File: config.mk
export PLATFORM = sky130hd
export DESIGN_NAME = bin2bcd_hex_display
export DESIGN_NICKNAME = d
export VERILOG_FILES = /design/src/rtl/bin2bcd_hex_display.sv
export SDC_FILE = /design/constraint.sdc
export NUM_CORES = 1
export LEC_CHECK = 0
export CELL_PAD_IN_SITES_DETAIL_PLACEMENT = 1
export CELL_PAD_IN_SITES_GLOBAL_PLACEMENT = 1
export CORE_UTILIZATION = 36
export CTS_CLUSTER_DIAMETER = 200
export DETAILED_ROUTE_END_ITERATION = 16
export GPL_ROUTABILITY_DRIVEN = 0
export PLACE_DENSITY = 0.73
export SETUP_SLACK_MARGIN = 0.5
export SYNTH_ARGS = -nofsm -noshare
export SYNTH_HDL_FRONTEND = slang
export SYNTH_SLANG_ARGS = --single-unit
File: constraint.sdc
create_clock -name i_clk -period 1.55 [get_ports i_clk]
set_input_delay 0.2325 -clock i_clk [delete_from_list [all_inputs] [get_ports i_clk]]
set_output_delay 0.2325 -clock i_clk [all_outputs]
set_load 0.05 [all_outputs]
File: src/rtl/bin2bcd_hex_display.sv
// bin2bcd_hex_display: sequential double-dabble of a 10-bit value onto four active-low 7-segment digits
module bin2bcd_hex_display #(
  parameter bit BLANK_LEADING = 1'b1
) (
  input  logic       i_clk,
  input  logic       i_rst,
  input  logic [9:0] i_value,
  output logic [6:0] o_hex0,
  output logic [6:0] o_hex1,
  output logic [6:0] o_hex2,
  output logic [6:0] o_hex3,
  output logic       o_busy,
  output logic       o_done
);
  typedef enum logic [1:0] {IDLE, SHIFT, LOAD} state_t;
  state_t      r_state, w_next;
  logic [9:0]  r_last, r_bin;
  logic [15:0] r_bcd, w_adj, r_dig;
  logic [3:0]  r_cnt;
  logic        r_done;
  logic        w_b1, w_b2, w_b3;

  function automatic logic [6:0] seg(input logic [3:0] d);
    case (d)
      4'd0: seg = 7'b1000000;
      4'd1: seg = 7'b1111001;
      4'd2: seg = 7'b0100100;
      4'd3: seg = 7'b0110000;
      4'd4: seg = 7'b0011001;
      4'd5: seg = 7'b0010010;
      4'd6: seg = 7'b0000010;
      4'd7: seg = 7'b1111000;
      4'd8: seg = 7'b0000000;
      4'd9: seg = 7'b0010000;
      default: seg = 7'b1111111;
    endcase
  endfunction

  // state register
  always_ff @(posedge i_clk or posedge i_rst) begin
    if (i_rst) r_state <= IDLE;
    else       r_state <= w_next;
  end

  // next state: wait for a new value, shift ten bits, then commit once
  always_comb begin
    w_next = r_state;
    case (r_state)
      IDLE:    w_next = (i_value != r_last) ? SHIFT : IDLE;
      SHIFT:   w_next = (r_cnt == 4'd9) ? LOAD : SHIFT;
      LOAD:    w_next = IDLE;
      default: w_next = IDLE;
    endcase
  end

  // add-3 correction on every BCD nibble that would overflow after doubling
  always_comb begin
    w_adj = r_bcd;
    for (int k = 0; k < 4; k++)
      w_adj[4*k +: 4] = (r_bcd[4*k +: 4] >= 4'd5) ? r_bcd[4*k +: 4] + 4'd3 : r_bcd[4*k +: 4];
  end

  // conversion datapath; digit registers only change on the commit edge so the display never shows partial sums
  always_ff @(posedge i_clk or posedge i_rst) begin
    if (i_rst) begin
      r_last <= '0;
      r_bin  <= '0;
      r_bcd  <= '0;
      r_cnt  <= '0;
      r_dig  <= '0;
      r_done <= 1'b0;
    end else begin
      r_done <= 1'b0;
      case (r_state)
        IDLE: if (i_value != r_last) begin
          r_last <= i_value;
          r_bin  <= i_value;
          r_bcd  <= '0;
          r_cnt  <= '0;
        end
        SHIFT: begin
          {r_bcd, r_bin} <= {w_adj, r_bin} << 1;
          r_cnt          <= r_cnt + 4'd1;
        end
        LOAD: begin
          r_dig  <= r_bcd;
          r_done <= 1'b1;
        end
        default: ;
      endcase
    end
  end

  assign o_busy = (r_state != IDLE);
  assign o_done = r_done;
  assign w_b3   = BLANK_LEADING && (r_dig[15:12] == 4'd0);
  assign w_b2   = w_b3 && (r_dig[11:8] == 4'd0);
  assign w_b1   = w_b2 && (r_dig[7:4] == 4'd0);
  assign o_hex0 = seg(r_dig[3:0]);
  assign o_hex1 = w_b1 ? 7'h7f : seg(r_dig[7:4]);
  assign o_hex2 = w_b2 ? 7'h7f : seg(r_dig[11:8]);
  assign o_hex3 = w_b3 ? 7'h7f : seg(r_dig[15:12]);
endmodule

==> metrics.md, run 1 <==
| Metric | Value |
|---|---|
| Status | finished with violations |
| Failing checks | negative setup slack |
| Synth cell types | between 40 and 50 |
| Total CTS buffers | 9 |
| Detail Placement HPWL | roughly 7300 µm |
| Fmax | 0.421 GHz |
| Worst Path Required | around 1300 ps |
| R2R setup slack | -560 ps |
| Leading cell types in the layout, fill and taps excluded | buf_4, dfrtp_1, buf_6 |
| RSZ-0062 raised after global routing | yes |
| Synth area leaders | dfrtp_1, ha_1, nand2_1 |
| Delay-heaviest family, CP | simple AND/OR/NAND/NOR gates |
| Setup crit start kind | flop |
| H-tree Lvls | 3 |
| Slew Viols, Final | 0 |
| Clock slew at reported path FFs | about 90 ps |
| Met1 Usage GRT | 0.288 |
| Flops & latches, synth | 59 |
| Post-synthesis average cell area | between 9 and 10 µm² |
| Non-filler cells, final | ~700 |
| Initial antenna violation count | 0 |
| Buf/Inv on CP | 1 |
| Drt drc | 0 |
| ANT nets after route | 0 |
| Initial core utilization | 0.375 |
| CTS Hold Buffers Added | 0 |
| GRT Residual Overflow | 0 |
| I/O pins | 42 |
| Pre-CTS setup slack | -514 ps |
| Fin util | 0.731 |
| Setup crit end | o_hex1[5] |
| R2r startpoint | r_last[3] |
| Via Count | roughly 4,100 |
| CP cell instances | nor4_4 > nand4_1 > o31a_2 > o21ai_2 > buf_12 |
| Worst Path Arrival | between 2000 and 2500 ps |
| Ys async rst share | 1.00 |
| Clock Skews | ~20 ps |
| Clock Root Buffer | clkbuf_8 |
| Row cnt | 36 |
| Area delta synth->final | 95.1% |
| Core area | between 9000 and 10,000 µm² |
| Synth Instances | slightly above 400 |
| Final WS setup | -824 ps |
| Clk Latency, worst-skew pair | roughly 370 ps |
| Max_slew headroom | 0.676 |
| Crit. Startpoint | r_dig[15] |
| Critical Path Fanout Max | 5 |
| Crit path capture type | output pin |
| Routed wire per std cell | 28.7 µm |
| Fin crit share | 1.53 |
| First-pass GRT wire length | ~24,000 µm |
| CTS Sinks | just under 60 |
| Met3 Usage GRT | 0.0378 |
| Crit path kind | flop to output pin |
| Worst-path cell with the longest stage delay | o31a_2 |
| CTS tree | built |
| Largest net degree at the start of global routing | 29 |
| Worst reg2reg endpoint | r_bin[0] |
| Initial DRC Count | 219 |
| WP depth | 5 |
| DIE AREA | approximately 11,000 µm² |
| Gr usage total | 0.287 |
| Die Height | 104 µm |
| Layer carrying the most global-route usage | met2 |
| Syn_nets | 452 |
| Post-synthesis sequential area ratio | 0.397 |
| Leading cell type in the layout, fill and taps excluded | buf_4 |
| Setup-failing EPs final | 60 |
| IO buf count | 41 |
| Met2 GRT Util | 0.570 |
| Pre-Repair DR Iteration Count | 4 |
| Post-Syn Area | between 3000 and 4000 µm² |
| Endpoints failing hold | 0 |
| DP Cell Count | approximately 630 |
| Tightest Hold Check Type | input pin to asynchronous set/reset pin |
| Layout Nets | 615 |
| Synth top area share | 0.397 |
| Share of cells above drive strength 1 | 0.611 |
| Tightest Pin Transition | between 400 and 500 ps |
| Syn. warnings | 0 |
| Tmin final | around 2400 ps |
| Vias in the first global route | ~4,400 |
| Longest Clk Path Bufs | 2 |
| Setup tns final | -28,870 ps |
| Cells on worst reg2reg path | 8 |
| Die W | between 100 and 150 µm |
| Top FF cell, synth | dfrtp_1 |
| Diodes inserted | 0 |
| Post-synth top area cell | dfrtp_1 |
| Wirelength, routed | 20,400 µm |
| Crit-path max cell delay | around 470 ps |
| Vias per cell | between 5 and 6 |
| Max cap viols | 0 |
| EDFF count, synth | 0 |
-- metal layers --
metal  part of all wire  wire length [µm]  vias to the layer above
li1                   -                 -                     1764
met1               0.35              7070                     2107
met5                  0                 0                        -
met3              0.039               799                       87
met4              0.062              1270                        0
met2               0.55             11300                      185
-- metrics by stage --
step	area, µm²	hold WS [ps]
final	7250	179
after global routing	7250	210
after CTS	6510	181
after detailed placement	5370	491
after global placement	5370	479
after floorplan	4310	332
-- worst min-delay path by stage --
stage           endpoint       from  cells after the start
6_report       r_last[3]      i_rst                      2
2_1_floorplan     o_done      i_rst                      1
5_1_grt        r_last[3]      i_rst                      2
3_3_place_gp   r_last[3]  r_last[3]                      2
4_1_cts        r_last[2]      i_rst                      2
3_5_place_dp   r_bcd[13]  r_bcd[13]                      1
-- kinds of logic after synthesis --
| logic type | synth area share |
|---|---|
| XOR/XNOR | 0.0377 |
| buffers and inverters | 0.0694 |
| adder cells (fa/ha/maj) | 0.101 |
| AND/OR/NAND/NOR | 0.132 |
| AO/OA/AOI/OAI | 0.215 |
| multiplexers | 0.0475 |
| flip-flops | 0.397 |
-- what timing repair did --
action / CTS / global route
setup endpoints to repair: 89 / 88
cloned: 8 / 1
gates resized for setup: 129 / 102
pin swaps: 44 / 35
endpoints found under the hold margin: 0 / 0
buffers inserted: 37 / 24
-- flip-flops by register name (all words and copies together), names as in the netlist --
signal	count
r_last	10
r_bin	10
o_done	1
r_dig	16
r_bcd	16
r_cnt	4
r_state	2
-- Yosys cell counts, drive strengths merged, types with 4 or more instances --
| master | count |
|---|---|
| nor3 | 6 |
| o2bb2ai | 5 |
| a22o | 12 |
| inv | 36 |
| o311ai | 18 |
| o21ai | 34 |
| clkbuf | 18 |
| ha | 30 |
| buf | 7 |
| nand2b | 7 |
| nor2 | 20 |
| nor2b | 4 |
| dfrtp | 59 |
| xnor2 | 14 |
| nand2 | 66 |
| mux2 | 13 |
| a22oi | 9 |
| a21oi | 20 |
| a21o | 4 |
-- area by class of cell --
| type | instances | area (µm²) |
|---|---|---|
| Multi-Input combinational cell | 294 | 3240 |
| Fill cell | 916 | 2660 |
| Timing Repair Buffer | 173 | 2000 |
| Sequential cell | 59 | 1480 |
| Clock buffer | 15 | 186 |
| Inverter | 36 | 168 |
| Tap cell | 133 | 166 |
| Clock inverter | 1 | 5.00 |
Power of run 1 is left out: the tool's default activity adds up to more than one toggle a clock period on the data nets, which glitch-free logic cannot reach.
==> inputs of run 2 (changes only) <==
--- a/config.mk
+++ b/config.mk
@@ -9,6 +9,7 @@
 export CELL_PAD_IN_SITES_GLOBAL_PLACEMENT = 1
 export CORE_UTILIZATION = 36
 export CTS_CLUSTER_DIAMETER = 200
+export CTS_CLUSTER_SIZE = 14
 export DETAILED_ROUTE_END_ITERATION = 16
 export GPL_ROUTABILITY_DRIVEN = 0
 export PLACE_DENSITY = 0.73
==> results of run 2 <==
Same layout as run 1: the final DEF is identical, and so are final timing and power.
Power of run 2 is left out for the same reason.
